`config.mk`:
```
export PLATFORM = sky130hd
export DESIGN_NAME = eeprom_burst_seq
export DESIGN_NICKNAME = d
export VERILOG_FILES = /design/src/rtl/eeprom_burst_seq.sv
export SDC_FILE = /design/constraint.sdc
export NUM_CORES = 1
export LEC_CHECK = 0
export ABC_AREA = 1
export CORE_MARGIN = 3
export CORE_UTILIZATION = 23
export CTS_CLUSTER_DIAMETER = 80
export DETAILED_ROUTE_END_ITERATION = 10
export PLACE_DENSITY = 0.42
export SLEW_MARGIN = 20
export SYNTH_ARGS = -nofsm -noshare
export SYNTH_HDL_FRONTEND = slang
export SYNTH_SLANG_ARGS = --single-unit
```
`constraint.sdc`:
```
create_clock -name clk -period 4.3 [get_ports clk]
set_input_delay 0.86 -clock clk [delete_from_list [all_inputs] [get_ports clk]]
set_output_delay 0.86 -clock clk [all_outputs]
set_load 0.02 [all_outputs]
```
`src/rtl/eeprom_burst_seq.sv`:
```
// eeprom_burst_seq: burst sequencer in front of at24c02_ctl.
// Splits write bursts into page-bounded segments staged in a page buffer;
// issues read bursts as one sequential-read transaction.
// Ports:
//   clk, rst (async, active-low)
//   cmd_valid/cmd_ready/cmd_addr/cmd_len/cmd_wr : command handshake
//   wdata_valid/wdata_ready/wdata               : write-data stream
//   rdata_valid/rdata/rdata_last                : read-data stream
//   ctl_address/ctl_din/ctl_wr_en/ctl_parent_ready/ctl_last/ctl_dout/ctl_ready
//                                               : at24c02_ctl parent side
//   busy, done                                  : status
module eeprom_burst_seq #(
    parameter int ADDR_W     = 11,
    parameter int LEN_W      = 9,
    parameter int PAGE_BYTES = 8,
    parameter int GAP_CYCLES = 2
) (
    input  logic              clk,
    input  logic              rst,
    input  logic              cmd_valid,
    output logic              cmd_ready,
    input  logic [ADDR_W-1:0] cmd_addr,
    input  logic [LEN_W-1:0]  cmd_len,
    input  logic              cmd_wr,
    input  logic              wdata_valid,
    output logic              wdata_ready,
    input  logic [7:0]        wdata,
    output logic              rdata_valid,
    output logic [7:0]        rdata,
    output logic              rdata_last,
    output logic [ADDR_W-1:0] ctl_address,
    output logic [7:0]        ctl_din,
    output logic              ctl_wr_en,
    output logic              ctl_parent_ready,
    output logic              ctl_last,
    input  logic [7:0]        ctl_dout,
    input  logic              ctl_ready,
    output logic              busy,
    output logic              done
);

    localparam int PB_W  = $clog2(PAGE_BYTES);
    localparam int SEG_W = PB_W + 1;
    localparam int GAP_W = (GAP_CYCLES > 1) ? $clog2(GAP_CYCLES) : 1;

    typedef enum logic [2:0] {
        IDLE, FILL, XFER_WR, XFER_RD, GAP
    } state_t;

    state_t state, state_nxt;

    logic [ADDR_W-1:0] addr;
    logic [LEN_W-1:0]  rem;
    logic [SEG_W-1:0]  seg;
    logic [PB_W-1:0]   idx;
    logic [GAP_W-1:0]  gap_cnt;
    logic [7:0]        page_buf [PAGE_BYTES];

    logic idx_last;
    logic rem_last;
    logic gap_end;

    // Bytes left in the page holding a, capped by the remaining length.
    function automatic logic [SEG_W-1:0] seg_len(
        input logic [ADDR_W-1:0] a,
        input logic [LEN_W-1:0]  r
    );
        logic [SEG_W-1:0] room;
        room = SEG_W'(PAGE_BYTES) - SEG_W'(a[PB_W-1:0]);
        if (r < LEN_W'(room)) seg_len = SEG_W'(r);
        else                  seg_len = room;
    endfunction

    assign idx_last    = (SEG_W'(idx) + SEG_W'(1)) == seg;
    assign rem_last    = rem == LEN_W'(1);
    assign gap_end     = gap_cnt == GAP_W'(GAP_CYCLES - 1);
    assign busy        = state != IDLE;
    assign ctl_address = addr;

    always_ff @(posedge clk or negedge rst) begin
        if (!rst) state <= IDLE;
        else      state <= state_nxt;
    end

    // ctl handshake outputs decode from state so that reset drops
    // ctl_parent_ready asynchronously.
    always_comb begin
        state_nxt        = state;
        cmd_ready        = 1'b0;
        wdata_ready      = 1'b0;
        ctl_parent_ready = 1'b0;
        ctl_wr_en        = 1'b0;
        ctl_last         = 1'b0;
        ctl_din          = 8'h00;
        unique case (state)
            IDLE: begin
                cmd_ready = 1'b1;
                if (cmd_valid) begin
                    if (cmd_len == '0) state_nxt = IDLE;
                    else if (cmd_wr)   state_nxt = FILL;
                    else               state_nxt = XFER_RD;
                end
            end
            FILL: begin
                wdata_ready = 1'b1;
                if (wdata_valid && idx_last) state_nxt = XFER_WR;
            end
            XFER_WR: begin
                ctl_parent_ready = 1'b1;
                ctl_wr_en        = 1'b1;
                ctl_din          = page_buf[idx];
                ctl_last         = idx_last;
                if (ctl_ready && idx_last) state_nxt = GAP;
            end
            XFER_RD: begin
                ctl_parent_ready = 1'b1;
                ctl_last         = rem_last;
                if (ctl_ready && rem_last) state_nxt = GAP;
            end
            GAP: begin
                if (gap_end) state_nxt = (rem != '0) ? FILL : IDLE;
            end
            default: state_nxt = IDLE;
        endcase
    end

    always_ff @(posedge clk or negedge rst) begin
        if (!rst) begin
            addr        <= '0;
            rem         <= '0;
            seg         <= '0;
            idx         <= '0;
            gap_cnt     <= '0;
            rdata       <= 8'h00;
            rdata_valid <= 1'b0;
            rdata_last  <= 1'b0;
            done        <= 1'b0;
        end else begin
            done        <= 1'b0;
            rdata_valid <= 1'b0;
            rdata_last  <= 1'b0;
            gap_cnt     <= '0;
            unique case (state)
                IDLE: begin
                    if (cmd_valid) begin
                        addr <= cmd_addr;
                        rem  <= cmd_len;
                        seg  <= seg_len(cmd_addr, cmd_len);
                        idx  <= '0;
                        if (cmd_len == '0) done <= 1'b1;
                    end
                end
                FILL: begin
                    if (wdata_valid) idx <= idx_last ? '0 : idx + PB_W'(1);
                end
                XFER_WR: begin
                    if (ctl_ready) begin
                        if (idx_last) begin
                            idx  <= '0;
                            addr <= addr + ADDR_W'(seg);
                            rem  <= rem - LEN_W'(seg);
                        end else begin
                            idx <= idx + PB_W'(1);
                        end
                    end
                end
                XFER_RD: begin
                    if (ctl_ready) begin
                        rdata       <= ctl_dout;
                        rdata_valid <= 1'b1;
                        rdata_last  <= rem_last;
                        rem         <= rem - LEN_W'(1);
                    end
                end
                GAP: begin
                    if (gap_end) begin
                        if (rem != '0) seg  <= seg_len(addr, rem);
                        else           done <= 1'b1;
                    end else begin
                        gap_cnt <= gap_cnt + GAP_W'(1);
                    end
                end
                default: ;
            endcase
        end
    end

    // Page buffer is pure storage; contents before the first fill are unused.
    always_ff @(posedge clk) begin
        if (state == FILL && wdata_valid) page_buf[idx] <= wdata;
    end

endmodule
```
==> impl_metrics.toml <==
[outcome]
status = "complete, no violations"

[yosys]
ys_ff_latch = 106
syn-instance-count = 727
yosysWarnings = 0
ys_types = 40
synth_edf_count = 64
synth_ff_type = "edfxtp_1"
syn_avg_cell_area_um2 = 8.18
async_flop_share_pct = 39.6
netlist_area_um2 = 5950
yosysSeqAreaShare_pct = 50.0
synth_nets = 791

[power_and_ir_drop]
pwr-share-clk_pct = 17.4
p_int_mw = 2.69
p_per_area_nw_per_um2 = 684
ir_drop_mv = 0.227
p_switching_mw = 2.39
leakage_nw = 3.26
p_comb_share_pct = 52.6
pwr-share-seq_pct = 30.0
sw_frac_of_total_pct = 47.0
finalPower_mw = 5.07

[clocking]
htree_levels = 3
cts_resized = 0
cts.clk_slew.worst_paths_ps = 80
hold_buffers = 0
cts_sinks = 106
clockBufferDepth = 2
cts_root_buffer = "clkbuf_16"
post-cts-setup-buffer-count = 0
cts_tree = "built"
cts_made_buffers = 9
clock_latency_ps = 370

[sta]
setup_tns_ps = 0
drv_slew = 0
timing.final.crit_period_ps = 3760
tightest_slew_ps = 897
rsz0062_at_grt = "false"
finalHoldViolCount = 0
whs_ps = 383
setup_viol = 0
timing.slew.headroom_pct = 40.0
finalClockSkew_ps = 14.0
layout_setup_ws_ps = 541
max_freq_mhz = 266
fin_crit_sh_pct = 87.4

[route]
wl_met3_um = 637
wire_per_inst_um = 15.3
drc = 0
dr.pass1.iters = 5
num_vias = 4985
via_per_inst = 4.37
drt-total-wl_mm = 17.5
wl_met1_mm = 7.94
drt_iter0_drc = 235
ant_nets = 0
dr_wl_met2_mm = 8.77
routed.top_layer = "met4"

[die]
initial_core_util_pct = 23.5
rows = 58
die_x_um = 167
io_pins = 78
die_height_um = 167
die_area_um2 = 27800
core_area_um2 = 25300

[setup_path]
cp.arrival_ps = 2900
crit_required_ps = 3440
setup.worst_path.class = "reg2out"
crit_fanout = 14
worstSetupStartpointType = "flip-flop"
end_kind = "output port"

[placement]
io_buffer_count = 77
dpl.cell_count = 1126
dp_hpwl_mm = 13.4
dpl_worst_slack_ps = 948
gp_congestion = 0.840

[layout]
area_delta_synth_final_pct = 24.8
final_common_cell = "nand2_1"
finalNonFillerCells = 1142
mostFrequentLayoutCells = "nand2_1 (264), inv_1 (80), nand3_1 (76), clkdlybuf4s50_1 (76), edfxtp_1 (64)"
drive_above_1_share_pct = 6.03
fill_cells = 2729
layout.nets = 871
diodes = 0

[grt]
grt_max_degree = 32
grt_usage_pct = 12.6
antenna_found_initial = 0
overflow = 0
grt_pass1_wl_mm = 27.8
grt_pass1_vias = 5014

[job]
drv_cap = 0

[min_path]
hp-class = "in2async"
worst max-delay path: stages (launching register included):
cell	delay, ps
dfrtp_1	590
inv_1	310
nor3_2	530
nand2_1	120
nand4_1	130
nor2_1	50
a31oi_1	160
clkdlybuf4s50_1	640
Yosys cell counts, types with 6 or more instances:
| cell | number | share of area [%] |
|---|---|---|
| dfrtp_1 | 42 | 18 |
| clkbuf_1 | 6 | 0.38 |
| a21oi_1 | 25 | 2.1 |
| inv_2 | 7 | 0.44 |
| edfxtp_1 | 64 | 32 |
| nand2_1 | 264 | 17 |
| nand3_1 | 76 | 6.4 |
| nand4_1 | 17 | 1.8 |
| o21ai_0 | 20 | 1.7 |
| o22ai_1 | 6 | 0.63 |
| nor2_1 | 39 | 2.5 |
| inv_1 | 80 | 5.0 |
| ha_1 | 20 | 4.2 |
power groups by stage:
stage / clock network (mW) / registers (mW) / logic, mW
3_3_place_gp: 0 / 1.55 / 2.71
4_1_cts: 0.923 / 1.53 / 2.72
6_report: 0.882 / 1.52 / 2.67
3_5_place_dp: 0 / 1.55 / 2.71
2_1_floorplan: 0 / 1.56 / 1.78
5_1_grt: 0.954 / 1.56 / 3.03
cell type report:
| class | instances | area (um2) | area share (%) |
|---|---|---|---|
| timing repair buffer | 83 | 811 | 10.9 |
| clock inverter | 7 | 96.3 | 1.30 |
| multi-input combinational | 520 | 2580 | 34.7 |
| inverter | 87 | 327 | 4.40 |
| tap | 330 | 413 | 5.56 |
| clock buffer | 9 | 225 | 3.03 |
| sequential | 106 | 2970 | 40.1 |
routing by layer:
metal	vias up	track usage, %
met2	100	22.5
met3	15	2.59
met1	2304	15.7
met4	0	2.83
li1	2566	-
met5	-	0
kinds of logic after synthesis:
kind of cell,Yosys count,share of synthesized area (%)
compound gates,71,6.92
xor+xnor,5,0.736
fa+ha+maj,22,4.88
buf+inv,101,6.71
flops,106,50.0
simple gates,422,30.8
flip-flops by register name (all words and copies together) (netlist names):
signal / count
state: 3
done: 1
ctl_address: 11
rem: 9
page_buf: 64
gap_cnt: 1
rdata: 8
seg: 4
idx: 3
rdata_valid: 1
rdata_last: 1
per-stage QoR:
stage	instance area (um2)	utilization, %
after floorplan	5950	-
after global placement	7100	28.0
after detailed placement	7100	28.0
after CTS	7420	29.3
after global routing	7420	29.3
final	7420	29.3
path summary, 6_finish.rpt:
check	from	end	slack [ps]	cells past startpoint
max in group asynchronous	rst	seg[1]	3170	2
setup reg to reg	idx[1]	page_buf[6][2]	1750	4
setup / recovery	idx[1]	ctl_din[3]	540	7
hold reg to reg	rdata[5]	rdata[5]	470	2
hold / removal	rst	rem[7]	380	1
min in group clk	rdata[5]	rdata[5]	470	2
Power figures use the tool's default switching activity.
